$ cat config.mk
export PLATFORM = sky130hd
export DESIGN_NAME = mii_frame_generator
export DESIGN_NICKNAME = d
export VERILOG_FILES = /design/src/rtl/mii_frame_generator.sv
export SDC_FILE = /design/constraint.sdc
export NUM_CORES = 1
export LEC_CHECK = 0
export ABC_CLOCK_PERIOD_IN_PS = 8400
export CELL_PAD_IN_SITES_DETAIL_PLACEMENT = 0
export CELL_PAD_IN_SITES_GLOBAL_PLACEMENT = 2
export CORE_MARGIN = 1.5
export CORE_UTILIZATION = 31
export CTS_BUF_LIST = sky130_fd_sc_hd__clkbuf_8 sky130_fd_sc_hd__clkbuf_16
export DETAILED_ROUTE_END_ITERATION = 16
export PLACE_DENSITY_LB_ADDON = 0.1
export SYNTH_ARGS = -nofsm -noshare
export SYNTH_HDL_FRONTEND = slang
export SYNTH_SLANG_ARGS = --single-unit
$ cat constraint.sdc
create_clock -name i_clock -period 8.4 [get_ports i_clock]
set_clock_uncertainty 0.15 [all_clocks]
set_input_delay 0.84 -clock i_clock [delete_from_list [all_inputs] [get_ports i_clock]]
set_output_delay 0.84 -clock i_clock [all_outputs]
set_load 0.03 [all_outputs]
$ cat src/rtl/mii_frame_generator.sv
// MII/XGMII test-frame generator: IDLE gap, START, M DATA blocks, TERM, repeating.
// Define PRBS_PAYLOAD_EN to replace the index-byte payload with a continuous PRBS31 stream.
module mii_frame_generator #(
    parameter int LEN_DATA_BLOCK = 64,
    parameter int LEN_CTRL_BLOCK = 8,
    parameter int NB_LEN         = 16
) (
    input  logic                      i_clock,
    input  logic                      i_reset,
    input  logic                      i_enable,
    input  logic [NB_LEN-1:0]         i_data_blocks,
    input  logic [7:0]                i_idle_blocks,
    output logic [LEN_DATA_BLOCK-1:0] o_tx_data,
    output logic [LEN_CTRL_BLOCK-1:0] o_tx_ctrl,
    output logic                      o_sof,
    output logic [NB_LEN-1:0]         o_frame_count
);

    localparam logic [LEN_DATA_BLOCK-1:0] IDLE_DATA  = 64'h0707070707070707;
    localparam logic [LEN_DATA_BLOCK-1:0] START_DATA = 64'hFB555555555555D5;
    localparam logic [LEN_DATA_BLOCK-1:0] TERM_DATA  = 64'hFD07070707070707;
    localparam logic [LEN_CTRL_BLOCK-1:0] CTRL_ALL   = 8'hFF;
    localparam logic [LEN_CTRL_BLOCK-1:0] CTRL_START = 8'h80;
    localparam logic [LEN_CTRL_BLOCK-1:0] CTRL_NONE  = 8'h00;

    typedef enum logic [1:0] {
        S_IDLE  = 2'd0,
        S_START = 2'd1,
        S_DATA  = 2'd2,
        S_TERM  = 2'd3
    } state_t;

    state_t                    state_q, state_d;
    logic [7:0]                idle_cnt_q, idle_cnt_d;
    logic [7:0]                idle_len_q, idle_len_d;
    logic [NB_LEN-1:0]         data_len_q, data_len_d;
    logic [NB_LEN-1:0]         data_idx_q, data_idx_d;
    logic                      first_gap_q, first_gap_d;
    logic [NB_LEN-1:0]         frame_cnt_d;
    logic [LEN_DATA_BLOCK-1:0] tx_data_d;
    logic [LEN_CTRL_BLOCK-1:0] tx_ctrl_d;
    logic                      sof_d;
    logic [7:0]                idle_target;
    logic [LEN_DATA_BLOCK-1:0] payload;

`ifdef PRBS_PAYLOAD_EN
    logic [30:0]               prbs_q, prbs_d, prbs_next;
    logic [LEN_DATA_BLOCK-1:0] prbs_word;

    // Unroll 64 steps of x^31+x^28+1; the first generated bit lands in the MSB.
    always_comb begin
        logic [30:0] s;
        logic        fb;
        s         = prbs_q;
        prbs_word = '0;
        for (int i = LEN_DATA_BLOCK - 1; i >= 0; i--) begin
            fb           = s[30] ^ s[27];
            s            = {s[29:0], fb};
            prbs_word[i] = fb;
        end
        prbs_next = s;
    end

    assign payload = prbs_word;
    assign prbs_d  = (state_d == S_DATA) ? prbs_next : prbs_q;

    always_ff @(posedge i_clock) begin
        if (i_reset) begin
            prbs_q <= 31'h7FFFFFFF;
        end else if (i_enable) begin
            prbs_q <= prbs_d;
        end
    end
`else
    assign payload = {8{data_idx_q[7:0]}};
`endif

    // Right after reset no frame has latched a gap length yet, so the live input is used.
    assign idle_target = first_gap_q ? i_idle_blocks : idle_len_q;

    // NOTE: every combinational output is defaulted first so no path can infer a latch.
    always_comb begin
        state_d     = state_q;
        idle_cnt_d  = idle_cnt_q;
        idle_len_d  = idle_len_q;
        data_len_d  = data_len_q;
        data_idx_d  = data_idx_q;
        first_gap_d = first_gap_q;
        frame_cnt_d = o_frame_count;
        tx_data_d   = IDLE_DATA;
        tx_ctrl_d   = CTRL_ALL;
        sof_d       = 1'b0;

        case (state_q)
            S_IDLE: begin
                if (idle_cnt_q >= idle_target) begin
                    state_d = S_START;
                end else begin
                    state_d    = S_IDLE;
                    idle_cnt_d = idle_cnt_q + 8'd1;
                end
            end
            S_START: state_d = S_DATA;
            S_DATA:  state_d = (data_idx_q >= data_len_q) ? S_TERM : S_DATA;
            S_TERM: begin
                if (idle_len_q == 8'd0) begin
                    state_d = S_START;
                end else begin
                    state_d    = S_IDLE;
                    idle_cnt_d = 8'd1;
                end
            end
            default: state_d = S_IDLE;
        endcase

        // The registered block always describes the state being entered.
        case (state_d)
            S_START: begin
                tx_data_d   = START_DATA;
                tx_ctrl_d   = CTRL_START;
                sof_d       = 1'b1;
                data_len_d  = (i_data_blocks == '0) ? NB_LEN'(1) : i_data_blocks;
                idle_len_d  = i_idle_blocks;
                data_idx_d  = '0;
                idle_cnt_d  = 8'd0;
                first_gap_d = 1'b0;
            end
            S_DATA: begin
                tx_data_d  = payload;
                tx_ctrl_d  = CTRL_NONE;
                data_idx_d = data_idx_q + NB_LEN'(1);
            end
            S_TERM: begin
                tx_data_d   = TERM_DATA;
                tx_ctrl_d   = CTRL_ALL;
                frame_cnt_d = o_frame_count + NB_LEN'(1);
            end
            default: begin
                tx_data_d = IDLE_DATA;
                tx_ctrl_d = CTRL_ALL;
            end
        endcase
    end

    // NOTE: sequential state uses non-blocking assignments so all registers update together.
    always_ff @(posedge i_clock) begin
        if (i_reset) begin
            state_q       <= S_IDLE;
            idle_cnt_q    <= 8'd0;
            idle_len_q    <= 8'd0;
            data_len_q    <= NB_LEN'(1);
            data_idx_q    <= '0;
            first_gap_q   <= 1'b1;
            o_frame_count <= '0;
            o_tx_data     <= IDLE_DATA;
            o_tx_ctrl     <= CTRL_ALL;
            o_sof         <= 1'b0;
        end else if (i_enable) begin
            state_q       <= state_d;
            idle_cnt_q    <= idle_cnt_d;
            idle_len_q    <= idle_len_d;
            data_len_q    <= data_len_d;
            data_idx_q    <= data_idx_d;
            first_gap_q   <= first_gap_d;
            o_frame_count <= frame_cnt_d;
            o_tx_data     <= tx_data_d;
            o_tx_ctrl     <= tx_ctrl_d;
            o_sof         <= sof_d;
        end
    end

endmodule

* Word level (Yosys, flattened, before mapping)
Index checks and enable logic that the tools add are counted.
** Word-level totals
- Register bits :: 140
- Bits of input ports :: 27
- Output and inout bits :: 89
- Word-level logic and storage cells :: 46
** Cells by class
- $add $sub $neg :: 3
- Order comparisons :: 2
- Eq/ne operators :: 8
- Multiplexer cells :: 14
- Reduce and logical (&&, ||, !) cells :: 9
** Operators with widths (number)
- case mux 64 bit (3 select lines) :: 1
- adder 16 x 1 -> 16 bit, second input constant :: 2
- two-way mux 8 bit :: 4
- case mux 16 bit (2 select lines) :: 1
- case mux 8 bit (2 select lines) :: 2
- >= comparator 16 bit :: 1
- zero test 16 bit :: 1
- two-way mux 16 bit :: 1
- adder 8 x 1 -> 8 bit, second input constant :: 1
- == test 2 bit, second input constant :: 4
- >= comparator 8 bit :: 1
- zero test 8 bit :: 1
- case mux 2 bit (4 select lines) :: 1
- != test 3 bit, second input constant :: 2
- AND reduction 2 bit :: 3
- == test 2 x 1 -> 1 bit, second input constant :: 2
- two-way mux 1 bit :: 4
- AND reduction 4 bit :: 1
- nonzero test 3 bit :: 1
- zero test 2 bit :: 1
- nonzero test 2 bit :: 1

* Depth between registers and ports, before layout
- Depth in word-level cells :: 7
- Mapped depth :: 16
- Gate-level depth less buffers :: 15

* Worst setup path before layout
No wires, ideal clock.
- Path kind :: input to register
- Start :: in i_idle_blocks[0]
- End :: reg idle_cnt_q[5]
- Setup time :: 0.117 ns
- Arrival :: 3.947 ns
- Data required time :: 8.133 ns
- Setup slack :: 4.186 ns
- Cell stages on the path :: 13
- Path buffers :: 2
- Cells stage by stage :: mux2_2 ha_1 nand2b_1 a211o_1 a2111oi_4 o21ai_0 and2_1 ha_1 clkbuf_1 o41ai_2 clkbuf_1 nor2_1 a32o_1
** Between the ends
- Cells in the longest elaborated chain, start to end :: 7
- Elaborated cells on any way between the ends :: 10
- Classes of those cells :: order compare: 1; eq/ne: 3; mux: 4; reduce/logical: 2
** Ends and longest elaborated chain
- from (decl) :: RTL line 12 : input logic [7:0] i_idle_blocks,
- two-way mux 8 bit * :: RTL line 79 : assign idle_target = first_gap_q ? i_idle_blocks : idle_len_q;
- >= comparator 8 bit * :: RTL line 96 : if (idle_cnt_q >= idle_target) begin
- two-way mux 1 bit * :: RTL line 96
- case mux 2 bit (4 select lines) * :: RTL line 94 : case (state_q)
- named net state_d[0] :: RTL line 33 : state_t state_q, state_d;
- == test 2 x 1 -> 1 bit * :: RTL line 117 : case (state_d)
- != test 3 bit (no source line) or nonzero test 3 bit (tied branches)
- AND reduction 4 bit (no source line)
- to (signal assigned) :: RTL line 160 : idle_cnt_q <= idle_cnt_d;
- to (decl) :: RTL line 34 : logic [7:0] idle_cnt_q, idle_cnt_d;
The timed path passes the listed nets; every way through them passes the cells marked *.
A chain may end at the register's enable or synchronous reset.

* Final worst setup path
Same ends and word-level chain as after synthesis.

==> results by group <==
Worst setup path
  • CP Data Required Time: about 8500 ps
  • Slowest cell on crit path: sky130_fd_sc_hd__o41ai_2
  • Arr. time, crit path: 4940 ps
  • Maximum fanout along the worst path: 15
  • Endpoint class of the critical path: register
  • Crit path launch type: input port
  • CP peak stage delay: 1040 ps
  • Worst setup path class: in -> reg
  • Cell repeated most along the worst path: sky130_fd_sc_hd__ha_1
  • Worst path cell trace: clkdlybuf4s50_1 -> mux2_2 -> ha_1 -> nand2b_1 -> a211o_1 -> a2111oi_4 -> o21ai_0 -> and2_1 -> ha_1 -> o41ai_2 -> nor2_1 -> a32o_1

Logic synthesis
  • Flip-flop and latch count after synthesis: 86
  • Yosys top cell area share: 0.3661
  • Yosys warnings: 0
  • Post-synthesis average cell area: 8.726 um^2
  • Cell type contributing the most total cell area after synthesis: sky130_fd_sc_hd__dfxtp_1
  • Number of enable flip-flop cells after synthesis: 0
  • Top-count cell post-synth: sky130_fd_sc_hd__dfxtp_1
  • Synthesized instance count: between 500 and 600
  • Post-Synthesis Cell Area: 4703 um^2
  • Total nets after synthesis: 601
  • Register area share after synthesis: 0.3661
  • Most used standard cells in the synthesized netlist: 86 x sky130_fd_sc_hd__dfxtp_1, 54 x sky130_fd_sc_hd__buf_4, 51 x sky130_fd_sc_hd__nor2_1
  • Ys async rst share: 0
  • Count of unique library cells instantiated by Yosys: between 40 and 50
  • Primary flip-flop cell chosen by synthesis mapping: sky130_fd_sc_hd__dfxtp_1
  • Leading cell types by total area after synthesis: sky130_fd_sc_hd__dfxtp_1 37%, sky130_fd_sc_hd__ha_1 9.3%, sky130_fd_sc_hd__buf_4 8.6%, sky130_fd_sc_hd__a22o_1 4.3%, sky130_fd_sc_hd__nor2_1 4.1%

Routing
  • Sum of routed wire length over all layers: 11440 um
  • Number of nets still failing antenna checks after routing: 0
  • Total number of vias: between 3000 and 4000
  • First-pass DRT Iterations: 4
  • Ratio of routed vias to standard cells: about 5
  • Wire length per cell after detailed routing: about 15 um
  • DR iter-0 viols: ~160
  • DRC violation count after routing: 0

GRT
  • Antenna violations before repair: 0
  • First-pass GRT wire length: ~19000 um
  • GRT Overall Usage: 0.1497
  • Congestion Overflow GR: 0
  • Vias in the first global route: approximately 3700
  • Largest net degree at the start of global routing: 52

Cells and area
  • Number of filler cells placed in the layout: roughly 1500
  • Antenna Cells: 0
  • Post-route cell area: between 5000 and 6000 um^2
  • Layout cells sized above 1: 0.04841
  • Nets: 656
  • Post-route core utilization: 0.4076
  • Area growth from synthesis to layout: 27.40%

Clock network
  • Clock-pin slew of the registers on the worst-case setup and hold paths: around 60 ps
  • Cts hold-fix bufs: 0
  • Worst-skew pair later-pin latency: 350 ps
  • Clock buffer count from CTS: 9
  • Post-cts resize count: 0
  • Clock root buffer master: sky130_fd_sc_hd__clkbuf_16
  • Buffer levels on the longest clock path: 2
  • Clk sinks: 86
  • Depth of the CTS H-tree: 3
  • Post CTS Setup Buffer Count: 0
  • CTS tree: yes

Floorplanning
  • Floorplan Core Area: between 10000 and 15000 um^2
  • Initial Utilization: 0.3200
  • Row cnt: 44
  • Die Y: 126.2 um
  • Die width: between 100 and 150 um
  • Die Footprint: roughly 16000 um^2
  • Number of top-level pins: between 100 and 150

Timing
  • Count of final setup violators: 0
  • Unrepaired setup endpoints after global routing: no
  • Minimum clock period: ~4900 ps
  • Rel. slew slack: 0.1916
  • Number of failing hold endpoints at the final stage: 0
  • Max-slew violations: 0
  • Highest achievable clock rate: around 0.21 GHz
  • Total Neg Setup Slack: 0 ps
  • Ratio of final minimum period to clock period: 0.5782
  • Slew of the pin with the lowest slew margin: roughly 1200 ps

Power and ir drop
  • Largest voltage drop on the vdd net: 83.01 uV
  • Final total power: 0.9729 mW
  • Leakage power: 2.317 nW
  • Switching fraction of total power: 0.2245
  • Internal power contribution: approximately 0.75 mW
  • Part of the power in the clock network: 0.488
  • Reg power frac: 0.428
  • Switching power: approximately 0.22 mW
  • PD cells: ~160 nW/um^2
  • Power share of the combinational group: 0.084

Place
  • Area after DPL: 5634 um^2
  • Number of port buffers: between 100 and 150
  • Routability congestion estimate: about 0.77
  • Post-DP HPWL: about 8500 um

Run
  • Max-cap violation count: 0

Hold path
  • HP Class: reg -> reg

Status
  • Result of the run: finished, final reports clean
==> power by group through the flow <==
stage | logic (mW) | clock network, mW | registers [mW]
2_1_floorplan | 0.0489 | 0 | 0.427
3_3_place_gp | 0.0817 | 0 | 0.425
3_5_place_dp | 0.0824 | 0 | 0.426
4_1_cts | 0.0826 | 0.488 | 0.416
5_1_grt | 0.0885 | 0.504 | 0.417
6_report | 0.0816 | 0.475 | 0.416
==> path summary, 6_finish.rpt <==
path / slack [ps] / start / end / cells past startpoint
max: 3540 / i_idle_blocks[0] / idle_cnt_q[5]$_SDFFE_PP0P_ / 12
min: 330 / o_sof$_SDFFE_PP0P_ / o_sof$_SDFFE_PP0P_ / 2
max reg2reg: 3690 / first_gap_q$_SDFFE_PP1P_ / idle_cnt_q[5]$_SDFFE_PP0P_ / 11
min reg2reg: 330 / o_sof$_SDFFE_PP0P_ / o_sof$_SDFFE_PP0P_ / 2
==> area by class of cell <==
cell class,count,area [um^2],area share
multi-input combinational,348,2389,0.3986
sequential,86,1722,0.2873
timing repair buffer,119,1181,0.1971
clock buffer,11,252.7,0.04218
tap,184,230.2,0.03842
inverter,30,112.6,0.01879
clock inverter,5,105.1,0.01754
==> per-layer routing <==
| layer | wire (um) | track usage | part of all wire | up-vias |
|---|---|---|---|---|
| met5 | 0 | 0 | 0 | - |
| met4 | 197 | 0.05882 | 0.017 | 0 |
| met3 | 316 | 0.02846 | 0.028 | 16 |
| met2 | 5402 | 0.2447 | 0.47 | 58 |
| met1 | 5526 | 0.1954 | 0.48 | 1800 |
| li1 | - | - | - | 1927 |
==> critical path: cells and delay by family <==
kind / cells / cell delay [ps]
and+or+nand+nor: 3 / 530
buffers and inverters: 1 / 420
adders and majority gates: 2 / 550
muxes: 1 / 270
AOI/OAI and AO/OA: 5 / 2330
==> kinds of logic after synthesis <==
| family | after synthesis | share of synthesized area |
|---|---|---|
| adder cells (fa/ha/maj) | 35 | 0.09311 |
| XOR/XNOR | 29 | 0.05400 |
| AND/OR/NAND/NOR | 178 | 0.1907 |
| flip-flops | 86 | 0.3661 |
| buffers and inverters | 105 | 0.1269 |
| multiplexers | 9 | 0.01942 |
| AO/OA/AOI/OAI | 97 | 0.1498 |
==> cell usage in the layout, fill, tap and decap left out, drive strengths merged, types with 6 or more instances in the layout <==
cell,count
clkdlybuf4s50,115
dfxtp,86
a21oi,31
a22o,23
nand2b,19
nor2,51
nor2b,6
and2,6
xor2,18
o21ai,17
ha,35
clkbuf,11
nand3,23
xnor2,11
nand4,13
inv,30
mux2i,8
nand2,29
and3,10
==> state kept, by name (all words and copies together), names as in the netlist <==
name and cells:
first_gap_q 1, o_sof 1, o_tx_ctrl 2, o_tx_data 16, o_frame_count 16, idle_cnt_q 8
idle_len_q 8, data_idx_q 16, state_q 2, data_len_q 16
==> metrics by stage <==
step | instances | hold WS, ps | setup WS, ps
after global routing | 783 | 351.3 | 3222
after floorplan | 539 | 299.3 | 4186
after detailed placement | 767 | 320.9 | 3203
after global placement | 767 | 315.3 | 3311
after CTS | 783 | 339.4 | 3554
final | 783 | 329.3 | 3543
No activity file was read; power rests on OpenSTA's default activity.
